==> config.mk <==
export PLATFORM = sky130hd
export DESIGN_NAME = dma_reg_sequencer
export DESIGN_NICKNAME = d
export VERILOG_FILES = /design/src/rtl/dma_pkg.sv /design/src/rtl/dma_seq_timer.sv /design/src/rtl/dma_reg_sequencer.sv
export SDC_FILE = /design/constraint.sdc
export NUM_CORES = 1
export LEC_CHECK = 0
export ABC_AREA = 1
export BUFFER_PORTS_ARGS = -buffer_cell sky130_fd_sc_hd__buf_2
export CAP_MARGIN = 20
export CORE_MARGIN = 2
export CORE_UTILIZATION = 52
export CTS_BUF_LIST = sky130_fd_sc_hd__clkbuf_4 sky130_fd_sc_hd__clkbuf_8 sky130_fd_sc_hd__clkbuf_16
export DETAILED_ROUTE_END_ITERATION = 10
export GPL_TIMING_DRIVEN = 0
export MAX_ROUTING_LAYER = met4
export PLACE_DENSITY = 0.82
export SYNTH_ARGS = -nofsm -noshare
export SYNTH_HDL_FRONTEND = slang
export SYNTH_SLANG_ARGS = --single-unit
==> constraint.sdc <==
create_clock -name clk -period 1.95 [get_ports clk]
set_input_delay 0.2925 -clock clk [delete_from_list [all_inputs] [get_ports clk]]
set_output_delay 0.2925 -clock clk [all_outputs]
set_load 0.005 [all_outputs]
==> src/rtl/dma_pkg.sv <==
// Shared DMA register-map constants plus the sequencer's state, completion and
// W1C-mask definitions.
package dma_pkg;

    localparam logic [3:0] REG_CONTROL    = 4'h0;
    localparam logic [3:0] REG_STATUS     = 4'h1;
    localparam logic [3:0] REG_INT_STATUS = 4'h2;
    localparam logic [3:0] REG_SRC_ADDR   = 4'h3;
    localparam logic [3:0] REG_DST_ADDR   = 4'h4;
    localparam logic [3:0] REG_LENGTH     = 4'h5;

    localparam int unsigned CTRL_START  = 0;
    localparam int unsigned CTRL_INT_EN = 1;

    localparam int unsigned STAT_DONE  = 1;
    localparam int unsigned STAT_ERROR = 2;

    typedef enum logic [3:0] {
        IDLE,
        WR_SRC,
        WR_DST,
        WR_LEN,
        WR_CTRL,
        WAIT_IRQ,
        POLL_WAIT,
        POLL_RD,
        RD_STAT,
        CLR,
        CMPL,
        ABORT
    } seq_state_e;

    typedef struct packed {
        logic timeout;
        logic error;
        logic done;
    } seq_cmpl_t;

    localparam logic [31:0] SEQ_W1C_MASK = 32'((1 << STAT_DONE) | (1 << STAT_ERROR));

endpackage

==> src/rtl/dma_seq_timer.sv <==
// Loadable down-counter that stops at zero; used for the poll interval and the
// wait-state timeout.
module dma_seq_timer #(
    parameter int unsigned W = 16
) (
    input  logic         clk,
    input  logic         rst_n,
    input  logic         load_i,
    input  logic [W-1:0] load_val_i,
    input  logic         en_i,
    output logic         zero_o
);

    logic [W-1:0] r_cnt;

    always_ff @(posedge clk or negedge rst_n) begin
        if (!rst_n) begin
            r_cnt <= '0;
        end else if (load_i) begin
            r_cnt <= load_val_i;
        end else if (en_i && (r_cnt != '0)) begin
            r_cnt <= r_cnt - W'(1);
        end
    end

    assign zero_o = (r_cnt == '0);

endmodule

==> src/rtl/dma_reg_sequencer.sv <==
// DMA register-interface initiator: programs a channel from one descriptor, waits by
// IRQ or polling, clears INT_STATUS and reports completion. Option: DMA_SEQ_TIMEOUT_EN.
module dma_reg_sequencer
    import dma_pkg::*;
#(
    parameter int unsigned POLL_INTERVAL  = 16,
    parameter int unsigned TIMEOUT_CYCLES = 65535
) (
    input  logic        clk,
    input  logic        rst_n,
    input  logic        desc_valid_i,
    output logic        desc_ready_o,
    input  logic [31:0] desc_src_i,
    input  logic [31:0] desc_dst_i,
    input  logic [15:0] desc_len_i,
    input  logic [7:0]  desc_ctrl_i,
    output logic        reg_write_o,
    output logic        reg_read_o,
    output logic [3:0]  reg_addr_o,
    output logic [31:0] reg_wdata_o,
    input  logic [31:0] reg_rdata_i,
    input  logic        irq_i,
    output logic        cmpl_valid_o,
    input  logic        cmpl_ready_i,
    output logic [2:0]  cmpl_status_o,
    output logic        busy_o
);

    localparam int unsigned POLL_W = (POLL_INTERVAL > 1) ? $clog2(POLL_INTERVAL) : 1;

    seq_state_e  r_state, w_state_nxt;
    logic [31:0] r_src, r_dst;
    logic [15:0] r_len;
    logic [7:0]  r_ctrl;
    logic        r_done, r_err;

    logic        r_desc_ready, r_busy, r_reg_write, r_reg_read, r_cmpl_valid;
    logic [3:0]  r_reg_addr;
    logic [31:0] r_reg_wdata;
    seq_cmpl_t   r_cmpl_status;

    logic        w_accept, w_stat_hit, w_timeout;
    logic        w_poll_load, w_poll_en, w_poll_zero;
    logic [31:0] w_src, w_dst;
    logic [15:0] w_len;
    logic [7:0]  w_ctrl;
    logic        w_wr, w_rd, w_cmpl_valid;
    logic [3:0]  w_addr;
    logic [31:0] w_wdata;
    seq_cmpl_t   w_cmpl_status;
    logic        w_unused;

    assign w_accept   = r_desc_ready && desc_valid_i;
    assign w_stat_hit = reg_rdata_i[STAT_DONE] | reg_rdata_i[STAT_ERROR];
    assign w_unused   = ^{reg_rdata_i[31:3], reg_rdata_i[0], TIMEOUT_CYCLES[0]};

    // Outputs are registered from the next state, so the descriptor fields are
    // forwarded from the ports on the accept edge.
    assign w_src  = w_accept ? desc_src_i  : r_src;
    assign w_dst  = w_accept ? desc_dst_i  : r_dst;
    assign w_len  = w_accept ? desc_len_i  : r_len;
    assign w_ctrl = w_accept ? desc_ctrl_i : r_ctrl;

    dma_seq_timer #(.W(POLL_W)) u_poll_timer (
        .clk        (clk),
        .rst_n      (rst_n),
        .load_i     (w_poll_load),
        .load_val_i (POLL_W'(POLL_INTERVAL - 1)),
        .en_i       (w_poll_en),
        .zero_o     (w_poll_zero)
    );

`ifdef DMA_SEQ_TIMEOUT_EN
    localparam int unsigned TO_W = (TIMEOUT_CYCLES > 1) ? $clog2(TIMEOUT_CYCLES) : 1;

    logic w_in_wait, w_to_load, w_to_en, w_to_zero, r_timeout;

    dma_seq_timer #(.W(TO_W)) u_to_timer (
        .clk        (clk),
        .rst_n      (rst_n),
        .load_i     (w_to_load),
        .load_val_i (TO_W'(TIMEOUT_CYCLES - 1)),
        .en_i       (w_to_en),
        .zero_o     (w_to_zero)
    );

    always_ff @(posedge clk or negedge rst_n) begin
        if (!rst_n) begin
            r_timeout <= 1'b0;
        end else if (w_accept) begin
            r_timeout <= 1'b0;
        end else if (w_state_nxt == ABORT) begin
            r_timeout <= 1'b1;
        end
    end

    assign w_timeout = r_timeout;
`else
    assign w_timeout = 1'b0;
`endif

    always_comb begin
        w_state_nxt = r_state;
        w_poll_en   = 1'b0;
`ifdef DMA_SEQ_TIMEOUT_EN
        w_in_wait   = r_state inside {WAIT_IRQ, POLL_WAIT, POLL_RD, RD_STAT};
        w_to_load   = (r_state == WR_CTRL);
        w_to_en     = w_in_wait && !w_to_zero;
`endif
        case (r_state)
            IDLE:      if (w_accept) w_state_nxt = (desc_len_i == '0) ? CMPL : WR_SRC;
            WR_SRC:    w_state_nxt = WR_DST;
            WR_DST:    w_state_nxt = WR_LEN;
            WR_LEN:    w_state_nxt = WR_CTRL;
            WR_CTRL:   w_state_nxt = r_ctrl[CTRL_INT_EN] ? WAIT_IRQ : POLL_WAIT;
            WAIT_IRQ:  if (irq_i) w_state_nxt = RD_STAT;
            POLL_WAIT: begin
                if (w_poll_zero) w_state_nxt = POLL_RD;
                else             w_poll_en   = 1'b1;
            end
            POLL_RD:   w_state_nxt = w_stat_hit ? CLR : POLL_WAIT;
            RD_STAT:   w_state_nxt = w_stat_hit ? CLR : WAIT_IRQ;
            ABORT:     w_state_nxt = CLR;
            CLR:       w_state_nxt = CMPL;
            CMPL:      if (cmpl_ready_i) w_state_nxt = IDLE;
            default:   w_state_nxt = IDLE;
        endcase
`ifdef DMA_SEQ_TIMEOUT_EN
        // A STATUS read that reports completion in the expiry cycle still wins.
        if (w_in_wait && w_to_zero && (w_state_nxt != CLR)) w_state_nxt = ABORT;
`endif
        w_poll_load = (w_state_nxt == POLL_WAIT) && (r_state != POLL_WAIT);

        w_wr          = 1'b0;
        w_rd          = 1'b0;
        w_addr        = '0;
        w_wdata       = '0;
        w_cmpl_valid  = 1'b0;
        w_cmpl_status = '0;
        case (w_state_nxt)
            WR_SRC:  begin w_wr = 1'b1; w_addr = REG_SRC_ADDR; w_wdata = w_src;            end
            WR_DST:  begin w_wr = 1'b1; w_addr = REG_DST_ADDR; w_wdata = w_dst;            end
            WR_LEN:  begin w_wr = 1'b1; w_addr = REG_LENGTH;   w_wdata = {16'h0, w_len};   end
            WR_CTRL: begin
                w_wr    = 1'b1;
                w_addr  = REG_CONTROL;
                w_wdata = {24'h0, w_ctrl | 8'(1 << CTRL_START)};
            end
            POLL_RD, RD_STAT: begin w_rd = 1'b1; w_addr = REG_STATUS; end
            ABORT:   begin w_wr = 1'b1; w_addr = REG_CONTROL;    w_wdata = '0;           end
            CLR:     begin w_wr = 1'b1; w_addr = REG_INT_STATUS; w_wdata = SEQ_W1C_MASK; end
            CMPL: begin
                w_cmpl_valid = 1'b1;
                if (!w_accept) w_cmpl_status = '{timeout: w_timeout, error: r_err, done: r_done};
            end
            default: ;
        endcase
    end

    always_ff @(posedge clk or negedge rst_n) begin
        if (!rst_n) begin
            r_state       <= IDLE;
            r_src         <= '0;
            r_dst         <= '0;
            r_len         <= '0;
            r_ctrl        <= '0;
            r_done        <= 1'b0;
            r_err         <= 1'b0;
            r_desc_ready  <= 1'b1;
            r_busy        <= 1'b0;
            r_reg_write   <= 1'b0;
            r_reg_read    <= 1'b0;
            r_reg_addr    <= '0;
            r_reg_wdata   <= '0;
            r_cmpl_valid  <= 1'b0;
            r_cmpl_status <= '0;
        end else begin
            r_state       <= w_state_nxt;
            r_desc_ready  <= (w_state_nxt == IDLE);
            r_busy        <= (w_state_nxt != IDLE);
            r_reg_write   <= w_wr;
            r_reg_read    <= w_rd;
            r_reg_addr    <= w_addr;
            r_reg_wdata   <= w_wdata;
            r_cmpl_valid  <= w_cmpl_valid;
            r_cmpl_status <= w_cmpl_status;
            if (w_accept) begin
                r_src  <= desc_src_i;
                r_dst  <= desc_dst_i;
                r_len  <= desc_len_i;
                r_ctrl <= desc_ctrl_i;
                r_done <= 1'b0;
                r_err  <= 1'b0;
            end else if (r_state inside {POLL_RD, RD_STAT}) begin
                r_done <= reg_rdata_i[STAT_DONE];
                r_err  <= reg_rdata_i[STAT_ERROR];
            end
        end
    end

    assign desc_ready_o  = r_desc_ready;
    assign busy_o        = r_busy;
    assign reg_write_o   = r_reg_write;
    assign reg_read_o    = r_reg_read;
    assign reg_addr_o    = r_reg_addr;
    assign reg_wdata_o   = r_reg_wdata;
    assign cmpl_valid_o  = r_cmpl_valid;
    assign cmpl_status_o = r_cmpl_status;

endmodule

==> load_flow_metrics.sql <==
INSERT INTO impl_metrics (metric_group, metric, value, unit) VALUES
('status', 'run_status', 'completed', ''),
('yosys', 'combinational_family_with_the_most_area_after_synthesis', 'simple AND/OR/NAND/NOR gates', ''),
('grt', 'largest_net_degree_at_the_start_of_global_routing', '74', ''),
('floorplan', 'die-area', '12000', 'µm²'),
('yosys', 'synthesis.yosys.warnings', '0', ''),
('yosys', 'synth_sequential_area_ratio', '0.603', ''),
('worst_setup_path', 'setup.worst_path.start_class', 'flop', ''),
('power_and_ir_drop', 'comb_power_share', '0.312', ''),
('worst_setup_path', 'timing.critical_path.cells', 'nand2_2, nor2_2, nand3_1, nor2_4, nor2_8, buf_6, nor2_1, nand3_1', ''),
('min_path', 'timing.hold.worst.class', 'in -> reg', ''),
('clocking', 'clk-insertion-delay-late', '0.51', 'ns'),
('routing', 'average_routed_wire_per_standard_cell', '14.6', 'µm'),
('final_layout', 'post_route_cells_drive_above_1_share', '0.261', ''),
('power_and_ir_drop', 'power.share.switching', '0.354', ''),
('clocking', 'worst_setup_hold_path_clk_slew', '0.06', 'ns'),
('grt', 'first_pass_grt_wire_length', '23000', 'µm'),
('worst_setup_path', 'critPathArrivalTime', '2.17', 'ns'),
('timing', 'drv_slew', '0', ''),
('timing', 'worst_clock_skew', '0.00753', 'ns'),
('timing', 'final-hold-violation-count', '0', ''),
('routing', 'drt_first_pass_iters', '4', ''),
('timing', 'worst_max_slew_margin_expressed_relative_to_the_limit', '0.593', ''),
('timing', 'final.period_utilization', '0.915', ''),
('worst_setup_path', 'slowest_stage_cell_crit_path', 'dfstp_2', ''),
('final_layout', 'diodes', '0', ''),
('placement', 'globalplace.congestion', '0.897', ''),
('flow_run', 'maxcap_violations', '0', ''),
('worst_setup_path', 'cp_slowest_stage_delay', '0.54', 'ns'),
('clocking', 'tritoncts_clock_tree', 'yes', ''),
('placement', 'detailed_place_hpwl', '9830', 'µm'),
('routing', 'remaining_drc_errors', '0', ''),
('power_and_ir_drop', 'internal_power', '7.01', 'mW'),
('yosys', 'post_synth_fa_ha_maj_area_fraction', '0.00217', ''),
('grt', 'groute.usage.overall', '0.263', ''),
('floorplan', 'ios', '169', ''),
('clocking', 'tritoncts.num_buffers', '17', ''),
('floorplan', 'number_of_core_rows', '38', ''),
('clocking', 'htreeDepth', '4', ''),
('worst_setup_path', 'worst-endpoint-required', '2.34', 'ns'),
('clocking', 'postCtsSetupBuffers', '0', ''),
('power_and_ir_drop', 'share_clk_of_total_power', '0.281', ''),
('clocking', 'clock_path_buffers', '2', ''),
('clocking', 'clock_sinks', '139', ''),
('clocking', 'root_buffer', 'clkbuf_8', ''),
('timing', 'grt_setup_unrepaired', 'false', ''),
('timing', 'max_slew.worst_pin.slew', '0.611', 'ns'),
('yosys', 'yosys_register_bits', '139', ''),
('grt', 'vias_in_the_first_global_route', '4851', ''),
('routing', 'via_count', '4857', ''),
('floorplan', 'floorplan.core_area', '10800', 'µm²'),
('power_and_ir_drop', 'finalPower', '10.8', 'mW'),
('floorplan', 'die_h', '109', 'µm'),
('power_and_ir_drop', 'power.density_cell_area', '1450', 'nW/µm²'),
('placement', 'buffer_ports.inserted', '135', ''),
('worst_setup_path', 'highest_fanout_seen_on_the_critical_path', '10', ''),
('clocking', 'cts.repair.resized', '0', ''),
('power_and_ir_drop', 'p_leak', '4.19', 'nW'),
('timing', 'fin_setup_tns', '0', 'ns'),
('final_layout', 'synthToLayoutAreaGrowth', '30.0', '%'),
('power_and_ir_drop', 'total_switching_power', '3.84', 'mW'),
('timing', 'timing.fmax', '560', 'MHz'),
('clocking', 'postCtsHoldBufs', '28', ''),
('routing', 'routed_wirelength', '14500', 'µm'),
('worst_setup_path', 'critPathCaptureType', 'flop', ''),
('yosys', 'syn-cell-area', '5770', 'µm²'),
('final_layout', 'fillCellCount', '866', ''),
('worst_setup_path', 'criticalPathCategory', 'reg -> reg', ''),
('routing', 'routed_antenna_nets', '0', ''),
('yosys', 'synth_largest_type_area_fraction', '0.598', ''),
('final_layout', 'design.final.nets', '970', ''),
('yosys', 'xor_xnor_share_of_the_synthesized_area', '0.00304', '');
path summary, 6_finish.rpt:
check	from	end	slack, ns	depth (start not counted)
max in group asynchronous	rst_n	desc_ready_o$_DFF_PN1_	0.79	3
hold / removal	desc_src_i[17]	r_src[17]$_DFF_PN0_	0.01	3
setup reg to reg	desc_ready_o$_DFF_PN1_	reg_addr_o[0]$_DFF_PN0_	0.17	8
min in group asynchronous	rst_n	reg_wdata_o[21]$_DFF_PN0_	0.35	2
setup / recovery	desc_ready_o$_DFF_PN1_	reg_addr_o[0]$_DFF_PN0_	0.17	8
hold reg to reg	r_len[9]$_DFF_PN0_	r_len[9]$_DFF_PN0_	0.47	2
layer usage:
layer	global-route usage	up-vias	wire length, µm
li1	-	2397	-
met1	0.335	2277	6430
met2	0.425	155	7130
met3	0.0451	28	634
met4	0.104	0	318
met5	-	-	0
area by class of cell:
type                    count  area (µm²)  share of cell area
plain buffers              28         149              0.0198
clock buffers              18         428              0.0570
clock inverters            14         135              0.0180
inverters                  36         135              0.0180
multi-input cells         458        2010               0.268
flip-flops and latches    139        3480               0.464
well taps                 140         175              0.0233
repair buffers            164         990               0.132
synth_stat cells:
| master | count |
|---|---|
| ha_1 | 1 |
| nor2_8 | 1 |
| clkinv_1 | 1 |
| buf_1 | 1 |
| a21oi_1 | 4 |
| a221oi_1 | 1 |
| inv_2 | 8 |
| nor2_1 | 24 |
| nor2_4 | 5 |
| buf_6 | 2 |
| buf_2 | 14 |
| o21ai_0 | 6 |
| dfrtp_1 | 138 |
| xor2_1 | 2 |
| nor2_2 | 11 |
| nand4_1 | 8 |
| conb_1 | 1 |
| nand3_2 | 3 |
| buf_4 | 3 |
| nand2_1 | 340 |
| clkbuf_1 | 8 |
| nand3_1 | 23 |
| a22o_1 | 16 |
| dfstp_2 | 1 |
| nand2_2 | 7 |
| nor3_1 | 1 |
| or2_2 | 1 |
| nand3b_1 | 1 |
| o21ai_1 | 1 |
| inv_1 | 27 |
logic make-up after synthesis:
family          after synthesis
compound gates               28
xor+xnor                      2
fa+ha+maj                     1
buf+inv                      64
flops                       139
other cells                   1
simple gates                425
cells in the final DEF (no fill, tap or decap), types with 5 or more instances in the layout:
cell type      Yosys  layout
nand2_1          340     340
buf_2             14     148
dfrtp_1          138     138
dlygate4sd3_1      0      28
inv_1             27      27
nor2_1            24      24
nand3_1           23      23
a22o_1            16      16
clkbuf_16          0      16
nor2_2            11      11
clkbuf_1           8       8
inv_2              8       8
nand4_1            8       8
nand2_2            7       7
o21ai_0            6       6
nor2_4             5       5
worst max-delay path, delay by kind of cell (launching register included):
| kind | cells | cell delay (ns) |
|---|---|---|
| buf+inv | 1 | 0.15 |
| simple gates | 7 | 0.98 |
| flops | 1 | 0.54 |
stage by stage:
| step | hold WS (ns) | cells | setup WS (ns) | area [µm²] |
|---|---|---|---|---|
| after floorplan | -0.00309 | 661 | 0.444 | 5770 |
| after global placement | 0.458 | 936 | -1.29 | 6630 |
| after detailed placement | 0.334 | 937 | 0.201 | 6660 |
| after CTS | 0.000281 | 997 | 0.162 | 7500 |
| after global routing | 0.00596 | 997 | 0.0419 | 7500 |
| final | 0.0135 | 997 | 0.166 | 7500 |
registers in the layout, summed over array words and instances, names as in the netlist, 2 cells and up:
signal              count
reg_wdata_o            32
cmpl_status_o           2
r_src                  32
r_ctrl                  7
r_state                 4
u_poll_timer.r_cnt      4
reg_addr_o              3
r_len                  16
r_dst                  32
power by group through the flow:
stage                     sequential [mW]  clock, mW  combinational, mW
after global placement               4.41          0               3.20
after detailed placement             4.44          0               3.31
after floorplan                      4.41          0               2.25
after CTS                            4.41       3.08               3.40
final                                4.41       3.05               3.39
after global routing                 4.52       3.22               3.85
Power figures use the tool's default switching activity.
